**src/rtl/plank_fdbck_scheduler.sv**
```systemverilog
// Plank feedback scheduler: polls each enabled plank in turn, streams its
// buffered feedback frame byte by byte to the shared feedback UART, then
// waits for the ACU acknowledge before moving to the next plank.
module plank_fdbck_scheduler #(
  parameter int P_NUM_PLANK = 8,
  parameter int P_FRAME_LEN = 22,
  parameter int P_TIMEOUT   = 1_000_000
) (
  input  logic                   i_clk_100,
  input  logic                   i_rst,
  input  logic                   i_poll_start,
  input  logic [P_NUM_PLANK-1:0] i_plank_mask,
  output logic [P_NUM_PLANK-1:0] o_poll_req,
  input  logic [P_NUM_PLANK-1:0] i_frame_ready,
  output logic [2:0]             o_sel,
  output logic                   o_rd_en,
  input  logic [7:0]             i_rd_data,
  input  logic                   i_rd_empty,
  output logic                   o_tx_dv,
  output logic [7:0]             o_tx_byte,
  input  logic                   i_tx_done,
  input  logic                   i_ack_rcvd,
  output logic                   o_busy,
  output logic                   o_done,
  output logic [P_NUM_PLANK-1:0] o_timeout_mask,
  output logic [P_NUM_PLANK-1:0] o_err_mask
);

  localparam int IW = (P_NUM_PLANK > 1) ? $clog2(P_NUM_PLANK) : 1;
  localparam int TW = $clog2(P_TIMEOUT + 1);

  typedef enum logic [3:0] {
    IDLE, NEXT, POLL, WAIT_FRAME, READ, CAPTURE, SEND, WAIT_TX, WAIT_ACK, DONE
  } state_t;

  state_t                 state, state_nxt;
  logic [IW-1:0]          idx, idx_nxt;
  logic                   exhausted, exhausted_nxt;
  logic [4:0]             byte_cnt, byte_cnt_nxt;
  logic [TW-1:0]          timer, timer_nxt;
  logic [P_NUM_PLANK-1:0] mask_q, mask_nxt;
  logic [7:0]             tx_byte_nxt;
  logic [P_NUM_PLANK-1:0] timeout_nxt, err_nxt;
  logic                   advance;
  logic [IW:0]            hit;

  // Lowest enabled plank index >= from; bit IW flags that one was found.
  function automatic logic [IW:0] find_next(input logic [P_NUM_PLANK-1:0] m,
                                            input logic [IW-1:0] from);
    find_next = '0;
    for (int i = P_NUM_PLANK - 1; i >= 0; i--) begin
      if (m[i] && (i >= int'(from))) find_next = {1'b1, IW'(i)};
    end
  endfunction

  assign hit    = find_next(mask_q, idx);
  assign o_busy = (state != IDLE);
  assign o_sel  = 3'(idx);

  // Next-state, next-register values and strobe outputs.
  // Advancing past the last plank keeps idx saturated and sets 'exhausted',
  // so o_sel never wraps and NEXT ends the sweep instead of restarting.
  always_comb begin
    state_nxt     = state;
    idx_nxt       = idx;
    exhausted_nxt = exhausted;
    byte_cnt_nxt  = byte_cnt;
    timer_nxt     = timer;
    mask_nxt      = mask_q;
    tx_byte_nxt   = o_tx_byte;
    timeout_nxt   = o_timeout_mask;
    err_nxt       = o_err_mask;
    advance       = 1'b0;
    o_poll_req    = '0;
    o_rd_en       = 1'b0;
    o_tx_dv       = 1'b0;
    o_done        = 1'b0;

    case (state)
      IDLE: begin
        if (i_poll_start) begin
          mask_nxt      = i_plank_mask;
          idx_nxt       = '0;
          exhausted_nxt = 1'b0;
          byte_cnt_nxt  = '0;
          timeout_nxt   = '0;
          err_nxt       = '0;
          state_nxt     = NEXT;
        end
      end
      NEXT: begin
        if (!exhausted && hit[IW]) begin
          idx_nxt   = hit[IW-1:0];
          state_nxt = POLL;
        end else begin
          state_nxt = DONE;
        end
      end
      POLL: begin
        o_poll_req[idx] = 1'b1;
        timer_nxt       = TW'(P_TIMEOUT);
        state_nxt       = WAIT_FRAME;
      end
      WAIT_FRAME: begin
        // Frame arrival wins over a simultaneous timeout.
        if (i_frame_ready[idx]) begin
          byte_cnt_nxt = '0;
          state_nxt    = READ;
        end else if (timer <= TW'(1)) begin
          timeout_nxt[idx] = 1'b1;
          advance          = 1'b1;
        end else begin
          timer_nxt = timer - TW'(1);
        end
      end
      READ: begin
        if (i_rd_empty) begin
          err_nxt[idx] = 1'b1;
          advance      = 1'b1;
        end else begin
          o_rd_en   = 1'b1;
          state_nxt = CAPTURE;
        end
      end
      CAPTURE: begin
        tx_byte_nxt = i_rd_data;
        state_nxt   = SEND;
      end
      SEND: begin
        o_tx_dv   = 1'b1;
        state_nxt = WAIT_TX;
      end
      WAIT_TX: begin
        if (i_tx_done) begin
          byte_cnt_nxt = byte_cnt + 5'd1;
          if ((byte_cnt + 5'd1) == 5'(P_FRAME_LEN)) begin
            timer_nxt = TW'(P_TIMEOUT);
            state_nxt = WAIT_ACK;
          end else begin
            state_nxt = READ;
          end
        end
      end
      WAIT_ACK: begin
        // ACK wins over a simultaneous timeout.
        if (i_ack_rcvd) begin
          advance = 1'b1;
        end else if (timer <= TW'(1)) begin
          timeout_nxt[idx] = 1'b1;
          advance          = 1'b1;
        end else begin
          timer_nxt = timer - TW'(1);
        end
      end
      DONE: begin
        o_done    = 1'b1;
        state_nxt = IDLE;
      end
      default: state_nxt = IDLE;
    endcase

    if (advance) begin
      state_nxt = NEXT;
      if (idx == IW'(P_NUM_PLANK - 1)) exhausted_nxt = 1'b1;
      else                             idx_nxt       = idx + IW'(1);
    end
  end

  // State and datapath registers; reset returns everything to idle zeros.
  always_ff @(posedge i_clk_100) begin
    if (i_rst) begin
      state          <= IDLE;
      idx            <= '0;
      exhausted      <= 1'b0;
      byte_cnt       <= '0;
      timer          <= '0;
      mask_q         <= '0;
      o_tx_byte      <= '0;
      o_timeout_mask <= '0;
      o_err_mask     <= '0;
    end else begin
      state          <= state_nxt;
      idx            <= idx_nxt;
      exhausted      <= exhausted_nxt;
      byte_cnt       <= byte_cnt_nxt;
      timer          <= timer_nxt;
      mask_q         <= mask_nxt;
      o_tx_byte      <= tx_byte_nxt;
      o_timeout_mask <= timeout_nxt;
      o_err_mask     <= err_nxt;
    end
  end

endmodule

```
**config.mk**
```make
export PLATFORM = sky130hd
export DESIGN_NAME = plank_fdbck_scheduler
export DESIGN_NICKNAME = d
export VERILOG_FILES = /design/src/rtl/plank_fdbck_scheduler.sv
export SDC_FILE = /design/constraint.sdc
export NUM_CORES = 1
export LEC_CHECK = 0
export CAP_MARGIN = 20
export CORE_MARGIN = 8
export CORE_UTILIZATION = 35
export DETAILED_ROUTE_END_ITERATION = 8
export PLACE_DENSITY = 0.62
export SLEW_MARGIN = 20
export SYNTH_ARGS = -nofsm -noshare
export SYNTH_HDL_FRONTEND = slang
export SYNTH_SLANG_ARGS = --single-unit
export TNS_END_PERCENT = 5
```
**constraint.sdc**
```tcl
create_clock -name i_clk_100 -period 4.6 [get_ports i_clk_100]
set_input_delay 0.69 -clock i_clk_100 [delete_from_list [all_inputs] [get_ports i_clk_100]]
set_output_delay 0.69 -clock i_clk_100 [all_outputs]
set_load 0.03 [all_outputs]
```
==> summary.txt, run 1 <==
ROUTING
------------------------------------------------------------------------------------------------------
Number of DRC markers in iteration 0 ....................................................          169
Per-cell routed wire length .............................................................     15.21 µm
Routed via count divided by cell count ..................................................        5.403
Via count ...............................................................................         3485
Post-detailed-route count of antenna-violating nets .....................................            0
Total wirelength of the detailed-routed design ..........................................      9813 µm
Router iterations before antenna repair .................................................            4
Number of remaining DRC errors ..........................................................            0

TIMING
------------------------------------------------------------------------------------------------------
Final number of hold-violating endpoints ................................................            0
Total of endpoints with negative setup slack in the final report ........................            0
Final count of pins violating max slew ..................................................            0
Slew at the pin with the worst max-slew slack ...........................................     964.1 ps
Final Hold Slack ........................................................................     456.4 ps
Peak clock frequency supported by timing ................................................    297.9 MHz
Final clock period utilization by the worst path ........................................       72.97%
Post-route setup slack ..................................................................      1243 ps
Crit path time final ....................................................................      3357 ps
Worst clock skew ........................................................................     4.980 ps
Unrepaired setup endpoints after global routing .........................................           no
Total negative slack ....................................................................         0 ps
Headroom to the max-slew limit ..........................................................       35.23%

SETUP PATH
------------------------------------------------------------------------------------------------------
Cell count of the worst reg-to-reg path .................................................            6
Startpoint-to-endpoint class of the critical path ....................................... register to register
CP startpoint kind ......................................................................     register
Register-to-Register Setup Slack ........................................................      1240 ps
Capturing element type of the critical path .............................................     register
Required time worst endpoint ............................................................      4840 ps
Critical-path maximum fanout ............................................................           24
CP arrival ..............................................................................      3600 ps
Reg2reg end ............................................................................. timer[10]$_SDFFE_PP0P_
Reg2Reg Launch Point .................................................................... o_sel[0]$_SDFF_PP0_

YOSYS
------------------------------------------------------------------------------------------------------
Leading area contributor after synthesis ................................................ sky130_fd_sc_hd__dfxtp_1
Yosys reg bits ..........................................................................           65
Most common flop cell mapped by yosys ................................................... sky130_fd_sc_hd__dfxtp_1
Post-Synthesis Net Count ................................................................          485
Number of enable-type register cells in the synthesized netlist .........................            0
Number of distinct library cells after synthesis ........................................           64
Sequential cell area fraction in the yosys report .......................................       37.59%
List of most frequent post-synthesis cells .............................................. sky130_fd_sc_hd__dfxtp_1, sky130_fd_sc_hd__nand2_1, sky130_fd_sc_hd__a21oi_1, sky130_fd_sc_hd__nor2_1, sky130_fd_sc_hd__a31oi_1
Total number of yosys warnings ..........................................................            0
Share of flip-flops with an asynchronous set or reset after synthesis ...................           0%
Area fraction of the dominant cell type after synthesis .................................       37.59%
Synthesized area divided by synthesized cell count ......................................    7.745 µm²
Number of cells produced by synthesis ...................................................          447
Post-synth design cell area .............................................................     3462 µm²
Cell with the most instances after synthesis ............................................ sky130_fd_sc_hd__dfxtp_1
Synth top area cells .................................................................... sky130_fd_sc_hd__dfxtp_1, sky130_fd_sc_hd__a21oi_1, sky130_fd_sc_hd__nand2_1, sky130_fd_sc_hd__nor2_1, sky130_fd_sc_hd__a31oi_1

GLOBAL ROUTE
------------------------------------------------------------------------------------------------------
Antenna violations before repair ........................................................            0
Vias in the first global route ..........................................................         3351
Overall track demand over capacity in global routing ....................................       15.01%
Maximum number of pins on one net before global-route repair ............................           34
GR Overflow Total .......................................................................            0
Global-route wire length before repair ..................................................     16150 µm

CLOCK TREE
------------------------------------------------------------------------------------------------------
Clock transition at the register clock pins on the worst setup and hold paths after CTS .        80 ps
PostCTS Resize Cnt ......................................................................            0
Clock tree from TritonCTS ...............................................................        built
Maximum root-to-sink buffer count .......................................................            2
Clock latency on the worst-skew pair ....................................................       350 ps
CTS Root Cell ........................................................................... sky130_fd_sc_hd__clkbuf_8
Number of clock buffers inserted by TritonCTS ...........................................            9
Setup Fix Bufs, Post-CTS ................................................................            0
Hold buffer count at cts ................................................................            0
Clock Sinks .............................................................................           65
H-tree levels ...........................................................................            3

CELLS AND AREA
------------------------------------------------------------------------------------------------------
Share of the core filled with cells .....................................................       46.20%
Non-filler cells, final .................................................................          645
Number of inserted diodes ...............................................................            0
Layout area overhead ....................................................................       29.24%
Filler cell count .......................................................................          946
Final net count .........................................................................          545
Final design area excluding fillers .....................................................     4474 µm²
Share of post-route cells with drive strength above 1 ...................................       5.859%

FLOORPLANNING
------------------------------------------------------------------------------------------------------
Number of core rows .....................................................................           36
Starting density of the core ............................................................       35.75%
Core Area ...............................................................................     9684 µm²
Area enclosed by the die boundary .......................................................    13330 µm²
Chip Height .............................................................................     115.5 µm
IO Pins .................................................................................           69
Die X ...................................................................................     115.5 µm

PLACED DESIGN
------------------------------------------------------------------------------------------------------
Placed Area .............................................................................     4232 µm²
Placer congestion estimate ..............................................................       0.8107
Worst Setup Slack post-DPL ..............................................................      1172 ps
IO buf count ............................................................................           68
Number of placed cells counting well taps ...............................................          629
HPWL after detailed placement ...........................................................      7120 µm

MIN PATH
------------------------------------------------------------------------------------------------------
End point of the worst hold path ........................................................ o_tx_byte[2]$_SDFFE_PP0P_
Kind of path behind the tightest hold check ............................................. register to register
Worst Hold Path Cells ...................................................................            2
Worst min-delay path startpoint ......................................................... o_tx_byte[2]$_SDFFE_PP0P_

PWR
------------------------------------------------------------------------------------------------------
Largest vdd supply drop .................................................................    0.2628 mV
Leakage component of the power ..........................................................     1.571 nW
Total power .............................................................................     2.785 mW
Power density of the placed cells ....................................................... 622.5 nW/µm²

RUN STATUS
------------------------------------------------------------------------------------------------------
Status .................................................................................. finished clean

FLOW RUN
------------------------------------------------------------------------------------------------------
Max-cap violation count .................................................................            0

-- how the worst max path moves through the flow --
stage               slack (ps)                endpoint           startpoint  cells past startpoint
finish                    1240  timer[10]$_SDFFE_PP0P_  o_sel[0]$_SDFF_PP0_                      6
global route               980  timer[10]$_SDFFE_PP0P_  o_sel[0]$_SDFF_PP0_                      6
CTS                       1230  timer[10]$_SDFFE_PP0P_  o_sel[0]$_SDFF_PP0_                      6
detailed placement        1170  timer[10]$_SDFFE_PP0P_     i_frame_ready[2]                      7
global placement          1270  timer[10]$_SDFFE_PP0P_     i_frame_ready[2]                      7
floorplan                 1930           o_poll_req[1]  o_sel[0]$_SDFF_PP0_                      3
-- worst max-delay path, cell delays in order, from the launching register on --
cell,delay (ps)
sky130_fd_sc_hd__dfxtp_1,880
sky130_fd_sc_hd__mux2_2,420
sky130_fd_sc_hd__a22oi_1,390
sky130_fd_sc_hd__a21o_1,280
sky130_fd_sc_hd__nand4_1,360
sky130_fd_sc_hd__or4_1,550
sky130_fd_sc_hd__o311a_1,360
-- layer usage --
metal  wire [µm]  GRT usage [%]
met4         155          6.392
met5           0              0
met3         656          5.315
met2        4680          24.73
met1        4320          17.25
-- area by class of cell --
type	instances	area, µm²	area share, %
Inverter	11	41.29	0.9228
Multi-Input combinational cell	351	2034	45.47
Timing Repair Buffer	69	688.2	15.38
Clock inverter	7	118.9	2.657
Sequential cell	65	1301	29.08
Tap cell	133	166.4	3.719
Clock buffer	9	123.9	2.768
-- registers in the layout, summed over array words and instances, names as in the netlist --
register and cells:
o_tx_byte 8, o_sel 3, o_err_mask 8, state 4, byte_cnt 5, mask_q 8
exhausted 1, timer 20, o_timeout_mask 8
-- cell families (layout without fill, tap and decap cells) --
group / Yosys count / after routing / synth area share (%)
AOI/OAI and AO/OA: 129 / 129 / 23.31
adders and majority gates: 8 / 8 / 2.891
xor gates and xnor gates: 7 / 7 / 1.771
muxes: 4 / 4 / 1.229
buffers and inverters: 31 / 96 / 3.650
DFF: 65 / 65 / 37.59
and+or+nand+nor: 203 / 203 / 29.56
-- layout by cell type (no fill, tap or decap), types with 9 or more instances in the layout --
| master | instances |
|---|---|
| sky130_fd_sc_hd__clkdlybuf4s50_1 | 68 |
| sky130_fd_sc_hd__or3_1 | 9 |
| sky130_fd_sc_hd__or4_1 | 12 |
| sky130_fd_sc_hd__nor2_1 | 47 |
| sky130_fd_sc_hd__nor3_1 | 15 |
| sky130_fd_sc_hd__dfxtp_1 | 65 |
| sky130_fd_sc_hd__nand2_1 | 60 |
| sky130_fd_sc_hd__a31oi_1 | 19 |
| sky130_fd_sc_hd__clkbuf_8 | 9 |
| sky130_fd_sc_hd__a21oi_1 | 56 |
| sky130_fd_sc_hd__inv_1 | 10 |
| sky130_fd_sc_hd__o21ai_0 | 13 |
| sky130_fd_sc_hd__nand3_1 | 9 |
-- where the power goes --
| part | switching, mW | internal (mW) | total [mW] |
|---|---|---|---|
| Combinational | 0.823 | 0.522 | 1.35 |
| Sequential | 0.163 | 0.679 | 0.842 |
| Clock | 0.238 | 0.360 | 0.598 |
| Total | 1.22 | 1.56 | 2.79 |
Power figures use the tool's default switching activity.
==> run 2, diff against run 1 <==
clock period = 3.1 ns   (was 4.6 ns; I/O delays follow)
==> run 2 against run 1 <==
- routed wire length grew 3.2%
- non-clock buffer count grew 12
- clock skew is essentially flat
- setup slack lost 1000 ps
- first-iteration DRC count shrank 5.3%
- via count grew 0.95%
- flip-flop and latch count is the same
==> summary.txt, run 2 (synthesis gave the netlist of run 1 again) <==
RUN STATUS
------------------------------------------------------------------------------------------------------
Status .................................................................................. finished clean   unchanged

CLOCK TREE
------------------------------------------------------------------------------------------------------
CTS Root Cell ........................................................................... sky130_fd_sc_hd__clkbuf_8   unchanged
H-tree levels ...........................................................................            3   unchanged
Maximum root-to-sink buffer count .......................................................            2   unchanged
Clock transition at the register clock pins on the worst setup and hold paths after CTS .        80 ps   about the same
Clock Sinks .............................................................................           65   unchanged
Hold buffer count at cts ................................................................            0   unchanged
Number of clock buffers inserted by TritonCTS ...........................................            9   unchanged
Clock tree from TritonCTS ...............................................................        built   unchanged
Clock latency on the worst-skew pair ....................................................       360 ps   was 350 ps

ROUTING
------------------------------------------------------------------------------------------------------
Post-detailed-route count of antenna-violating nets .....................................            0   unchanged
Number of remaining DRC errors ..........................................................            0   unchanged
Routed via count divided by cell count ..................................................        5.355   was 5.403
Per-cell routed wire length .............................................................     15.42 µm   was 15.21 µm
Via count ...............................................................................         3518   was 3485
Total wirelength of the detailed-routed design ..........................................     10130 µm   was 9813 µm
Router iterations before antenna repair .................................................            4   unchanged
Number of DRC markers in iteration 0 ....................................................          160   was 169

FLOORPLANNING
------------------------------------------------------------------------------------------------------
Core Area ...............................................................................     9684 µm²   unchanged
Chip Height .............................................................................     115.5 µm   unchanged
Number of core rows .....................................................................           36   unchanged
Starting density of the core ............................................................       35.75%   unchanged
Die X ...................................................................................     115.5 µm   unchanged
IO Pins .................................................................................           69   unchanged
Area enclosed by the die boundary .......................................................    13330 µm²   unchanged

GLOBAL ROUTE
------------------------------------------------------------------------------------------------------
Overall track demand over capacity in global routing ....................................       15.67%   was 15.01%
GR Overflow Total .......................................................................            0   unchanged
Met3 track demand over resource in global routing .......................................       6.305%   was 5.315%
Busiest layer in global routing .........................................................         met2   unchanged
Maximum number of pins on one net before global-route repair ............................           33   was 34
Antenna violations before repair ........................................................            0   unchanged
Fraction of met2 tracks used by global routing ..........................................       26.36%   was 24.73%
Global-route wire length before repair ..................................................     16750 µm   was 16150 µm
M1 GR Usage .............................................................................       17.84%   was 17.25%
Vias in the first global route ..........................................................         3479   was 3351

CELLS AND AREA
------------------------------------------------------------------------------------------------------
Final net count .........................................................................          557   was 545
Filler cell count .......................................................................          982   was 946
Number of inserted diodes ...............................................................            0   unchanged
Most frequent cells in the layout ....................................................... sky130_fd_sc_hd__clkdlybuf4s50_1, sky130_fd_sc_hd__dfxtp_1, sky130_fd_sc_hd__nand2_1, sky130_fd_sc_hd__a21oi_1, sky130_fd_sc_hd__nor2_1   unchanged
Final design area excluding fillers .....................................................     4526 µm²   was 4474 µm²
Register with the most flip-flops .......................................................        timer   unchanged
Most common cell after layout, fill and taps aside ...................................... sky130_fd_sc_hd__clkdlybuf4s50_1   unchanged
Largest register FFs ....................................................................           20   unchanged
Share of post-route cells with drive strength above 1 ...................................       8.206%   was 5.859%
Layout area overhead ....................................................................       30.72%   was 29.24%

SETUP PATH
------------------------------------------------------------------------------------------------------
Slowest cell delay on critical path .....................................................       670 ps   was 880 ps
CP startpoint kind ......................................................................     register   unchanged
Number of buffer and inverter stages on the critical path ...............................            2   was 0
Required time worst endpoint ............................................................      2630 ps   was 4840 ps
Series of cell instances along the critical path ........................................ clkinv_1 -> nor2_1 -> nand2_1 -> nor2_1 -> clkdlybuf4s50_1   was mux2_2 -> a22oi_1 -> a21o_1 -> nand4_1 -> or4_1 -> o311a_1
Capturing element type of the critical path .............................................   output pin   was register
Top delay family on crit path ........................................................... buffers and inverters   was compound AO/OA/AOI/OAI gates
Critical-path maximum fanout ............................................................           13   was 24
Slowest stage cell on the critical path ................................................. sky130_fd_sc_hd__clkdlybuf4s50_1   was sky130_fd_sc_hd__dfxtp_1
CP arrival ..............................................................................      2440 ps   was 3600 ps
Startpoint-to-endpoint class of the critical path ....................................... register to output pin   was register to register
Most prevalent standard cell on the critical path ....................................... sky130_fd_sc_hd__nor2_1

TIMING
------------------------------------------------------------------------------------------------------
Headroom to the max-slew limit ..........................................................       51.82%   was 35.23%
Unrepaired setup endpoints after global routing .........................................           no   unchanged
Final count of pins violating max slew ..................................................            0   unchanged
Peak clock frequency supported by timing ................................................    344.8 MHz
Final number of hold-violating endpoints ................................................            0   unchanged
Crit path time final ....................................................................      2901 ps
Slew at the pin with the worst max-slew slack ...........................................     712.6 ps   was 964.1 ps
Total negative slack ....................................................................         0 ps   unchanged
Worst clock skew ........................................................................     5.401 ps   was 4.980 ps
Total of endpoints with negative setup slack in the final report ........................            0   unchanged
Final clock period utilization by the worst path ........................................       93.57%

PWR
------------------------------------------------------------------------------------------------------
Largest vdd supply drop .................................................................    0.4327 mV   was 0.2628 mV
Leakage component of the power ..........................................................     1.609 nW   was 1.571 nW
Power density of the placed cells ....................................................... 909.2 nW/µm²   was 622.5 nW/µm²

PLACED DESIGN
------------------------------------------------------------------------------------------------------
Placed Area .............................................................................     4322 µm²   was 4232 µm²
Placer congestion estimate ..............................................................       0.8670   was 0.8107
HPWL after detailed placement ...........................................................      7475 µm   was 7120 µm
IO buf count ............................................................................           68   unchanged

FLOW RUN
------------------------------------------------------------------------------------------------------
Max-cap violation count .................................................................            0   unchanged

MIN PATH
------------------------------------------------------------------------------------------------------
Kind of path behind the tightest hold check ............................................. register to register   unchanged

-- run 2: report_power, final --
group	internal [mW]	total (mW)	switching [mW]
clock	0.377	0.751	0.374
combinational	0.850	2.17	1.32
sequential	1.01	1.19	0.181
total	2.24	4.11	1.88
-- run 2: cell type report --
type | instances | area, µm² | share of cell area (%)
Inverter | 11 | 41.29 | 0.9124
Clock buffer | 9 | 123.9 | 2.737
Sequential cell | 65 | 1303 | 28.78
Timing Repair Buffer | 81 | 778.2 | 17.20
Tap cell | 133 | 166.4 | 3.677
Clock inverter | 7 | 78.83 | 1.742
Multi-Input combinational cell | 351 | 2034 | 44.95
-- run 2: per-layer routing --
metal / wire length (µm) / vias to the layer above
li1: - / 1771
met1: 4503 / 1657
met2: 4834 / 78
met3: 628 / 12
met4: 161 / 0
met5: 0 / -
-- run 2: worst min-delay path: stages (launching register included) --
cell                      delay, ps
sky130_fd_sc_hd__dfxtp_1        310
sky130_fd_sc_hd__nand2_1         50
sky130_fd_sc_hd__a21oi_1         50
-- run 2: through the flow --
step | power, mW | utilization [%] | hold WS (ps) | instances | setup slack [ps]
6_report | 4.114 | 46.73 | 455.3 | 657 | 199.5
5_1_grt | 4.442 | 46.73 | 481.9 | 657 | 47.64
4_1_cts | 4.109 | 46.72 | 460.1 | 657 | 149.3
3_5_place_dp | 3.338 | 44.63 | 448.5 | 641 | 218.0
3_3_place_gp | 3.297 | 44.63 | 443.7 | 641 | 278.6
2_1_floorplan | 2.739 | - | 436.6 | 447 | 627.4
-- run 2: path summary, 6_finish.rpt --
check / slack, ps / to / from / depth (start not counted)
worst min register to register: 460 / o_tx_byte[7]$_SDFFE_PP0P_ / o_tx_byte[7]$_SDFFE_PP0P_ / 2
worst max register to register: 360 / timer[5]$_SDFFE_PP0P_ / byte_cnt[0]$_SDFFE_PP0P_ / 8
worst min-delay path: 460 / o_tx_byte[7]$_SDFFE_PP0P_ / o_tx_byte[7]$_SDFFE_PP0P_ / 2
worst max-delay path: 200 / o_rd_en / state[2]$_SDFFE_PP0P_ / 5
-- run 2: repair_timing --
item / in CTS / in global routing
gates resized for setup: 0 / 1
setup buffers: 0 / 0
setup endpoints to repair: 0 / 7
